<file path="config.mk">
export PLATFORM = sky130hd
export DESIGN_NAME = conv_layer_sched
export DESIGN_NICKNAME = d
export VERILOG_FILES = /design/src/rtl/cnn_pkg.sv /design/src/rtl/win_pos_counter.sv /design/src/rtl/conv_layer_sched.sv
export SDC_FILE = /design/constraint.sdc
export NUM_CORES = 1
export LEC_CHECK = 0
export CORE_MARGIN = 4
export CORE_UTILIZATION = 50
export CTS_CLUSTER_SIZE = 40
export DETAILED_ROUTE_END_ITERATION = 16
export PLACE_DENSITY = 0.79
export RECOVER_POWER = 100
export SYNTH_ARGS = -nofsm -noshare
export SYNTH_HDL_FRONTEND = slang
export SYNTH_SLANG_ARGS = --single-unit
export TNS_END_PERCENT = 30
</file>
<file path="constraint.sdc">
create_clock -name clk -period 2.7 [get_ports clk]
set_input_delay 0.675 -clock clk [delete_from_list [all_inputs] [get_ports clk]]
set_output_delay 0.675 -clock clk [all_outputs]
set_load 0.02 [all_outputs]
</file>
<file path="src/rtl/cnn_pkg.sv">
// Shared types and constants for the CNN layer blocks: scheduler state,
// default layer geometry and the index/address widths used across blocks.
package cnn_pkg;

  localparam int DEF_IMG_W           = 28;
  localparam int DEF_IMG_H           = 28;
  localparam int DEF_K               = 5;
  localparam int DEF_NUM_KERNELS     = 6;
  localparam int DEF_MAX_OUTSTANDING = 8;

  localparam int OW         = DEF_IMG_W - DEF_K + 1;
  localparam int OH         = DEF_IMG_H - DEF_K + 1;
  localparam int OUT_PIXELS = OW * OH;

  localparam int KIDX_W = 5;
  localparam int ADDR_W = 10;
  localparam int POS_W  = 5;

  typedef enum logic [2:0] {
    ST_IDLE,
    ST_LOAD,
    ST_RUN,
    ST_DRAIN,
    ST_FIN
  } sched_state_t;

endpackage

</file>
<file path="src/rtl/win_pos_counter.sv">
// Row-major (row, col) position counter over a ROWS x COLS grid with a
// last-position flag; wraps back to (0,0) when advanced from the last position.
module win_pos_counter #(
  parameter int COLS = 24,
  parameter int ROWS = 24,
  parameter int W    = 5
) (
  input  logic         clk,
  input  logic         rst,
  input  logic         clr,
  input  logic         adv,
  output logic [W-1:0] row,
  output logic [W-1:0] col,
  output logic         last
);

  localparam logic [W-1:0] COL_MAX = W'(COLS - 1);
  localparam logic [W-1:0] ROW_MAX = W'(ROWS - 1);

  logic [W-1:0] row_reg;
  logic [W-1:0] col_reg;

  assign row  = row_reg;
  assign col  = col_reg;
  assign last = (row_reg == ROW_MAX) && (col_reg == COL_MAX);

  always_ff @(posedge clk or posedge rst) begin
    if (rst) begin
      row_reg <= '0;
      col_reg <= '0;
    end else if (clr) begin
      row_reg <= '0;
      col_reg <= '0;
    end else if (adv) begin
      if (last) begin
        row_reg <= '0;
        col_reg <= '0;
      end else if (col_reg == COL_MAX) begin
        col_reg <= '0;
        row_reg <= row_reg + 1'b1;
      end else begin
        col_reg <= col_reg + 1'b1;
      end
    end
  end

endmodule

</file>
<file path="src/rtl/conv_layer_sched.sv">
// Convolution layer sequencer: loads each kernel, sweeps all window positions
// with a bounded number in flight, and turns returned results into output writes.
module conv_layer_sched
  import cnn_pkg::*;
#(
  parameter int IMG_W           = DEF_IMG_W,
  parameter int IMG_H           = DEF_IMG_H,
  parameter int K               = DEF_K,
  parameter int NUM_KERNELS     = DEF_NUM_KERNELS,
  parameter int MAX_OUTSTANDING = DEF_MAX_OUTSTANDING
) (
  input  logic        clk,
  input  logic        rst,
  input  logic        start,
  output logic        busy,
  output logic        done,
  output logic        kload_en,
  output logic [4:0]  kload_num,
  input  logic        kload_ok,
  output logic        win_valid,
  input  logic        win_ready,
  output logic [4:0]  win_row,
  output logic [4:0]  win_col,
  input  logic        res_valid,
  output logic        wr_en,
  output logic [9:0]  wr_addr,
  output logic [4:0]  wr_kernel,
  output logic        err
);

  localparam int OUT_W = IMG_W - K + 1;
  localparam int OUT_H = IMG_H - K + 1;
  localparam int N_PIX = OUT_W * OUT_H;
  localparam int OST_W = $clog2(MAX_OUTSTANDING + 1);

  localparam logic [OST_W-1:0]  OST_MAX  = OST_W'(MAX_OUTSTANDING);
  localparam logic [ADDR_W-1:0] LAST_PIX = ADDR_W'(N_PIX - 1);
  localparam logic [KIDX_W-1:0] LAST_K   = KIDX_W'(NUM_KERNELS - 1);

  generate
    if (N_PIX > 1024 || NUM_KERNELS > 32 || NUM_KERNELS < 1) begin : g_bad_geometry
      $error("conv_layer_sched: output map or kernel count out of range");
    end
  endgenerate

  sched_state_t      state_reg, state_next;
  logic [KIDX_W-1:0] kernel_reg, kernel_next;
  logic [ADDR_W-1:0] res_cnt_reg;
  logic [OST_W-1:0]  ost_reg;
  logic              err_reg;

  logic start_ok, xfer, last_pos, drain_done;

  assign start_ok   = (state_reg == ST_IDLE) && start;
  assign win_valid  = (state_reg == ST_RUN) && (ost_reg < OST_MAX);
  assign xfer       = win_valid && win_ready;
  // Results only count against windows actually in flight.
  assign wr_en      = res_valid && (ost_reg != '0) &&
                      ((state_reg == ST_RUN) || (state_reg == ST_DRAIN));
  // Results return in order, so the last pixel's write closes the kernel.
  assign drain_done = (state_reg == ST_DRAIN) && wr_en && (res_cnt_reg == LAST_PIX);

  assign kload_num = kernel_reg;
  assign wr_addr   = res_cnt_reg;
  assign wr_kernel = kernel_reg;
  assign err       = err_reg;

  win_pos_counter #(
    .COLS (OUT_W),
    .ROWS (OUT_H),
    .W    (POS_W)
  ) u_pos (
    .clk  (clk),
    .rst  (rst),
    .clr  (start_ok),
    .adv  (xfer),
    .row  (win_row),
    .col  (win_col),
    .last (last_pos)
  );

  always_comb begin
    state_next  = state_reg;
    kernel_next = kernel_reg;
    busy        = 1'b0;
    done        = 1'b0;
    kload_en    = 1'b0;
    case (state_reg)
      ST_IDLE: begin
        if (start) begin
          state_next  = ST_LOAD;
          kernel_next = '0;
        end
      end
      ST_LOAD: begin
        busy     = 1'b1;
        kload_en = 1'b1;
        if (kload_ok) state_next = ST_RUN;
      end
      ST_RUN: begin
        busy = 1'b1;
        if (xfer && last_pos) state_next = ST_DRAIN;
      end
      ST_DRAIN: begin
        busy = 1'b1;
        if (drain_done) begin
          if (kernel_reg == LAST_K) begin
            state_next = ST_FIN;
          end else begin
            kernel_next = kernel_reg + 1'b1;
            state_next  = ST_LOAD;
          end
        end
      end
      ST_FIN: begin
        done       = 1'b1;
        state_next = ST_IDLE;
      end
      default: state_next = ST_IDLE;
    endcase
  end

  always_ff @(posedge clk or posedge rst) begin
    if (rst) begin
      state_reg   <= ST_IDLE;
      kernel_reg  <= '0;
      res_cnt_reg <= '0;
      ost_reg     <= '0;
      err_reg     <= 1'b0;
    end else begin
      state_reg  <= state_next;
      kernel_reg <= kernel_next;

      case ({xfer, wr_en})
        2'b10:   ost_reg <= ost_reg + 1'b1;
        2'b01:   ost_reg <= ost_reg - 1'b1;
        default: ost_reg <= ost_reg;
      endcase

      if (drain_done)  res_cnt_reg <= '0;
      else if (wr_en)  res_cnt_reg <= res_cnt_reg + 1'b1;

      if (start_ok)                          err_reg <= 1'b0;
      else if (res_valid && ost_reg == '0)   err_reg <= 1'b1;
    end
  end

endmodule

</file>
==> metrics, run 1 <==
Largest stage delay, worst path=around 0.73 ns; DRC viols=0; die area=about 4900 um2; grt ovf=0; CTS tree=built; WL final=4.01 mm; Vias=about 1600; Inserted Clock Buffers=5; Die Y-Extent=~70 um; Post-synth ARST share=100%; CP Launch Type=register; layout cells sized above 1=8.02%; DR pass1 iterations=4; Filler Cell Count=slightly below 300; clk_lat worst skew=between 0.2 and 0.3 ns; Worst EP arrival=1.92 ns; Largest register FFs=10; Final nets=between 200 and 300; worst hold path class=reg -> reg; P_leak=~1.1 nW; Storage cell area=826 um2; CP endpoint kind=output port; Synth Instances=approximately 190; Final HPWL DP=2.94 mm; Slowest-stage cell, CP=dlygate4sd3_1; gr usage total=17.6%; worst-path maximum fanout=10; maximum clock frequency=386 MHz; Setup CP Type=reg -> out; Clock Pin Slew Worst Setup and Hold Paths=about 0.070 ns; required time worst endpoint=between 2 and 2.5 ns; status=finished, final reports clean; Post-Place Cells=278; sequential cell area fraction in the yosys report=a little over two fifths; htree depth=2; Worst Max-Slew Pin Slew=0.803 ns; RSZ-0062 raised after global routing=no; multi-input logic area=~980 um2; Area Growth Syn to Fin=27.8%; Clock Sinks=33; Avg Vias per Cell=~5.6; Mapped Area=1900 um2; postcts setup bufs=0; Post-synth EDFFs=0; Clock Skews=between 0.006 and 0.007 ns; Yosys top cell area share=43.4%; Design Power=between 1.5 and 2 mW; final hold violations=0; number of diodes=0; Yosys top cell by area=dfrtp_1; synth top area cells=dfrtp_1 (43%), ha_1 (5.3%), nand3_1 (4.2%), nor2_1 (3.9%), mux2i_1 (3.7%); largest net degree at the start of global routing=34; routability cong.=approximately 0.83; Iter 0 DRT Violations=64; Wirelength per Cell=14.1 um; YS warnings=0; syn avg cell area=around 10 um2; Longest Clk Path Bufs=2; core area=about 3700 um2; Post-DRT Antenna Nets=0; vias in the first global route=1538; Initial Utilization=approximately half; Site Rows=22; root buffer cell=clkbuf_8; max_cap viols=0; Net Count, Synth=approximately 200; top_reg_cell synth=dfrtp_1; post-route setup slack=~0.11 ns; # IOs=between 40 and 50; fin crit period=around 2.6 ns; PwrDens=722 nW/um2; fin cells=roughly 290; Yosys reg bits=33; CP cell instances=nor4b_4 -> dlygate4sd3_1; final setup fails=0; global-route wire length before repair=between 6 and 7 mm; synth unique cells=49; initial antenna violation count=0; Worst VDD drop=about 0.00061 V; DIE WIDTH=~70 um; dpl ws=-0.0131 ns; Final period util=a little over nine tenths; max_slew headroom=~46%; input/output buffers=41; Slew Limit Fails=0; FF-to-FF setup slack=~0.36 ns
==> layer usage <==
layer  GRT usage [%]  wire [um]  up-vias  part of all wire, %
li1                -          -      783                    -
met1            22.9       1880      757                   47
met2            28.1       1850       46                   46
met3            4.35        210        7                  5.2
met4            7.23         71        0                  1.8
met5               0          0        -                    0
==> placed cells by master, fill, tap and decap left out, types with 2 or more instances in the layout <==
cell type	count
dlygate4sd3_1	38
dfrtp_1	33
nor2_1	20
nand3_1	16
nand2_1	10
xor2_1	8
ha_1	8
mux2i_1	7
a21oi_1	6
clkbuf_8	6
clkbuf_1	6
nor3_1	5
xnor2_1	5
inv_1	5
o21ai_0	4
nand4_1	4
nor4_1	4
buf_4	4
or4_1	3
nand2b_1	3
and3_1	3
nor2b_1	3
nor4b_1	3
o211ai_1	3
and4b_1	2
nand3b_1	2
clkdlybuf4s50_1	2
==> worst paths after layout <==
| path | cells past startpoint | end | startpoint |
|---|---|---|---|
| hold / removal | 2 | err | err |
| setup reg to reg | 9 | ost_reg[2] | state_reg[2] |
| max in group asynchronous | 3 | wr_addr[5] | rst |
| setup / recovery | 2 | win_valid | state_reg[2] |
| min in group asynchronous | 3 | wr_addr[1] | rst |
| hold reg to reg | 2 | err | err |
==> synth_stat cells (3+ instances only) <==
master and n:
xor2_1 8, and3_1 3, inv_1 5, buf_4 5, nor4b_1 3, o21ai_0 4
a21oi_1 6, mux2i_1 7, xnor2_1 5, buf_2 5, nand2_1 9, nor3_1 5
or4_1 3, nand3_1 16, o211ai_1 3, nand2b_1 3, nor2_1 20, nor4_1 4
nor2b_1 3, nand4_1 4, ha_1 8, dfrtp_1 33
==> metrics by stage <==
step	TNS [ns]	cell area, um2	hold slack, ns	utilization, %
after CTS	0	2460	0.507	67.1
final	0	2430	0.497	66.4
after detailed placement	-0.0131	2370	0.495	64.8
after global routing	0	2430	0.518	66.4
after global placement	0	2370	0.500	64.8
after floorplan	0	1900	0.500	-
==> cells by family (layout without fill, tap and decap cells) <==
logic type / Yosys count / after routing / share of synthesized area [%]
buf+inv: 17 / 63 / 5.06
mux: 8 / 8 / 4.27
xor+xnor: 13 / 13 / 5.98
simple gates: 89 / 89 / 27.8
fa+ha+maj: 8 / 8 / 5.26
compound gates: 23 / 23 / 8.22
flops: 33 / 33 / 43.4
==> report_power, final <==
part	total [mW]	internal, mW	switching (mW)	leakage [nW]
combinational	0.630	0.303	0.326	0.653
clock	0.367	0.202	0.165	0.0443
sequential	0.758	0.610	0.148	0.423
==> repair_timing <==
action	in CTS	in global routing
gates resized for setup	1	0
endpoints found under the setup margin	1	0
hold buffers	0	0
==> final cells by class <==
class / instances / area share, %
tap: 48 / 2.47
multi-input combinational: 141 / 40.2
inverter: 5 / 0.772
timing repair buffer: 51 / 19.0
sequential: 33 / 34.0
clock buffer: 7 / 3.55
==> worst max-delay path, delay by kind of cell, from the launching register on <==
kind	cells	cell delay, ns
and+or+nand+nor	1	0.41
DFF	1	0.50
buffers and inverters	1	0.73
Power figures use the tool's default switching activity.
==> inputs of run 2 (changes only) <==
CAP_MARGIN = 20   (was not set)
CORE_ASPECT_RATIO = 0.5   (was not set)
CORE_UTILIZATION = 30   (was 50)
PLACE_DENSITY = not set   (was 0.79)
==> run 2 against run 1 <==
Wire length rose by 5.6%. Setup slack better by 0.035 ns. Sequential power is 1% higher. Via count decreased by 0.38%. Core utilization fell by 25 points. Combinational power barely moved. Clock-buffer cell count rose by 1. Worst hold slack gained 0.0093 ns. Sequential share of layout area is 1.3 points lower. Power grew 10%. Clock power up 46%. Critical path type unchanged. Largest power group unchanged.
==> metrics, run 2 (same netlist as run 1, synthesis figures left out) <==
die area=approximately 7800 um2; worst hold path class=reg -> reg; Vias=approximately 1600; Final nets=between 200 and 300; input/output buffers=41; most frequent cells in the layout=dlygate4sd3_1 (37), dfrtp_1 (33), nor2_1 (20), nand3_1 (16), nand2_1 (10); Wirelength per Cell=about 13 um; Setup CP Type=reg -> out; Site Rows=20; vias in the first global route=~1500; Clock Pin Slew Worst Setup and Hold Paths=roughly 0.050 ns; core area=6110 um2; Iter 0 DRT Violations=47; max_slew headroom=44.3%; CP Launch Type=register; global-route wire length before repair=7.29 mm; final hold violations=0; gr usage total=a little under an eighth; routability cong.=between 0.7 and 0.8; dpl ws=-0.0278 ns; Clock Sinks=33; dpl cell area=between 2000 and 2500 um2; Slew Limit Fails=0; Worst EP arrival=about 1.9 ns; worst-path maximum fanout=12; DR pass1 iterations=4; layout cells sized above 1=under 10%; grt ovf=0; CP endpoint kind=output port; Initial Utilization=slightly above 30%; required time worst endpoint=between 2 and 2.5 ns; WL final=roughly 4.2 mm; number of diodes=0; Worst Max-Slew Pin Slew=around 0.83 ns; Area Growth Syn to Fin=33.1%; Worst VDD drop=0.000320 V; DIE WIDTH=121 um; most common cell after layout, fill and taps aside=dlygate4sd3_1; Fin Setup TNS=0 ns; Largest register FFs=10; fin crit period=~2.6 ns; Final period util=between 90% and 100%; maximum clock frequency=around 400 MHz; post-route cell area=between 2000 and 3000 um2; initial antenna violation count=0; post-route setup slack=between 0.1 and 0.15 ns; Design Power=1.93 mW; htree depth=2; Longest Clk Path Bufs=2; Die Y-Extent=roughly 64 um; Avg Vias per Cell=4.87; DRC viols=0; final setup fails=0; fin util=between 40% and 50%; RSZ-0062 raised after global routing=no; clk_lat worst skew=about 0.27 ns; largest net degree at the start of global routing=34; CTS tree=built; PwrDens=763 nW/um2; Inserted Clock Buffers=5; status=finished, final reports clean; Final HPWL DP=3.12 mm; max_cap viols=0; Post-DRT Antenna Nets=0; # IOs=42; Clock Skews=between 0.003 and 0.004 ns; root buffer cell=clkbuf_16; P_leak=around 1.1 nW
[run 2: cell types whose count changed in the layout (fill, tap and decap cells not counted), sizes merged]
cell,previous run,this run
clkbuf,13,14
dlygate4sd3,38,37
clkdlybuf4s50,2,3
[run 2: critical path, stage by stage, from the launching register on]
cell,delay (ns)
dfrtp_1,0.59
nor4b_4,0.36
clkdlybuf4s50_1,0.67
[run 2: power breakdown]
group	total [mW]	switching [mW]	internal (mW)
Clock	0.534	0.192	0.342
Combinational	0.632	0.322	0.309
Sequential	0.766	0.155	0.611
Total	1.93	0.669	1.26
[run 2: per-layer routing]
metal / GRT usage, % / part of all wire, % / wire, um
met4: 4.80 / 1.6 / 66
met1: 15.0 / 48 / 2020
met3: 3.27 / 3.8 / 162
met2: 18.3 / 47 / 1990
met5: 0 / 0 / 0
[run 2: stage by stage]
stage,hold slack (ns),cells
detailed placement,0.506,318
global route,0.554,326
floorplan,0.500,191
CTS,0.522,326
global placement,0.509,318
finish,0.507,326
[run 2: path summary, 6_finish.rpt]
check / startpoint / endpoint / slack, ns / cells past startpoint
worst max-delay path: state_reg[1] / win_valid / 0.14 / 2
worst min-delay path: err / err / 0.51 / 2
worst max register to register: state_reg[1] / ost_reg[2] / 0.31 / 9
worst min register to register: err / err / 0.51 / 2
max in group asynchronous: rst / u_pos.row[3] / 1.09 / 3
min in group asynchronous: rst / ost_reg[2] / 1.09 / 3
[run 2: what timing repair did]
item,in CTS,in global routing
buffers inserted,0,0
resized for setup,1,0
hold buffers,0,0
endpoints found under the setup margin,1,0
[run 2: area by class of cell]
type                    instances  area, um2
fillers                       620       3570
multi-input cells             141        975
flip-flops and latches         33        826
repair buffers                 51        467
clock buffers                   8        136
well taps                      88        110
inverters                       5       18.8
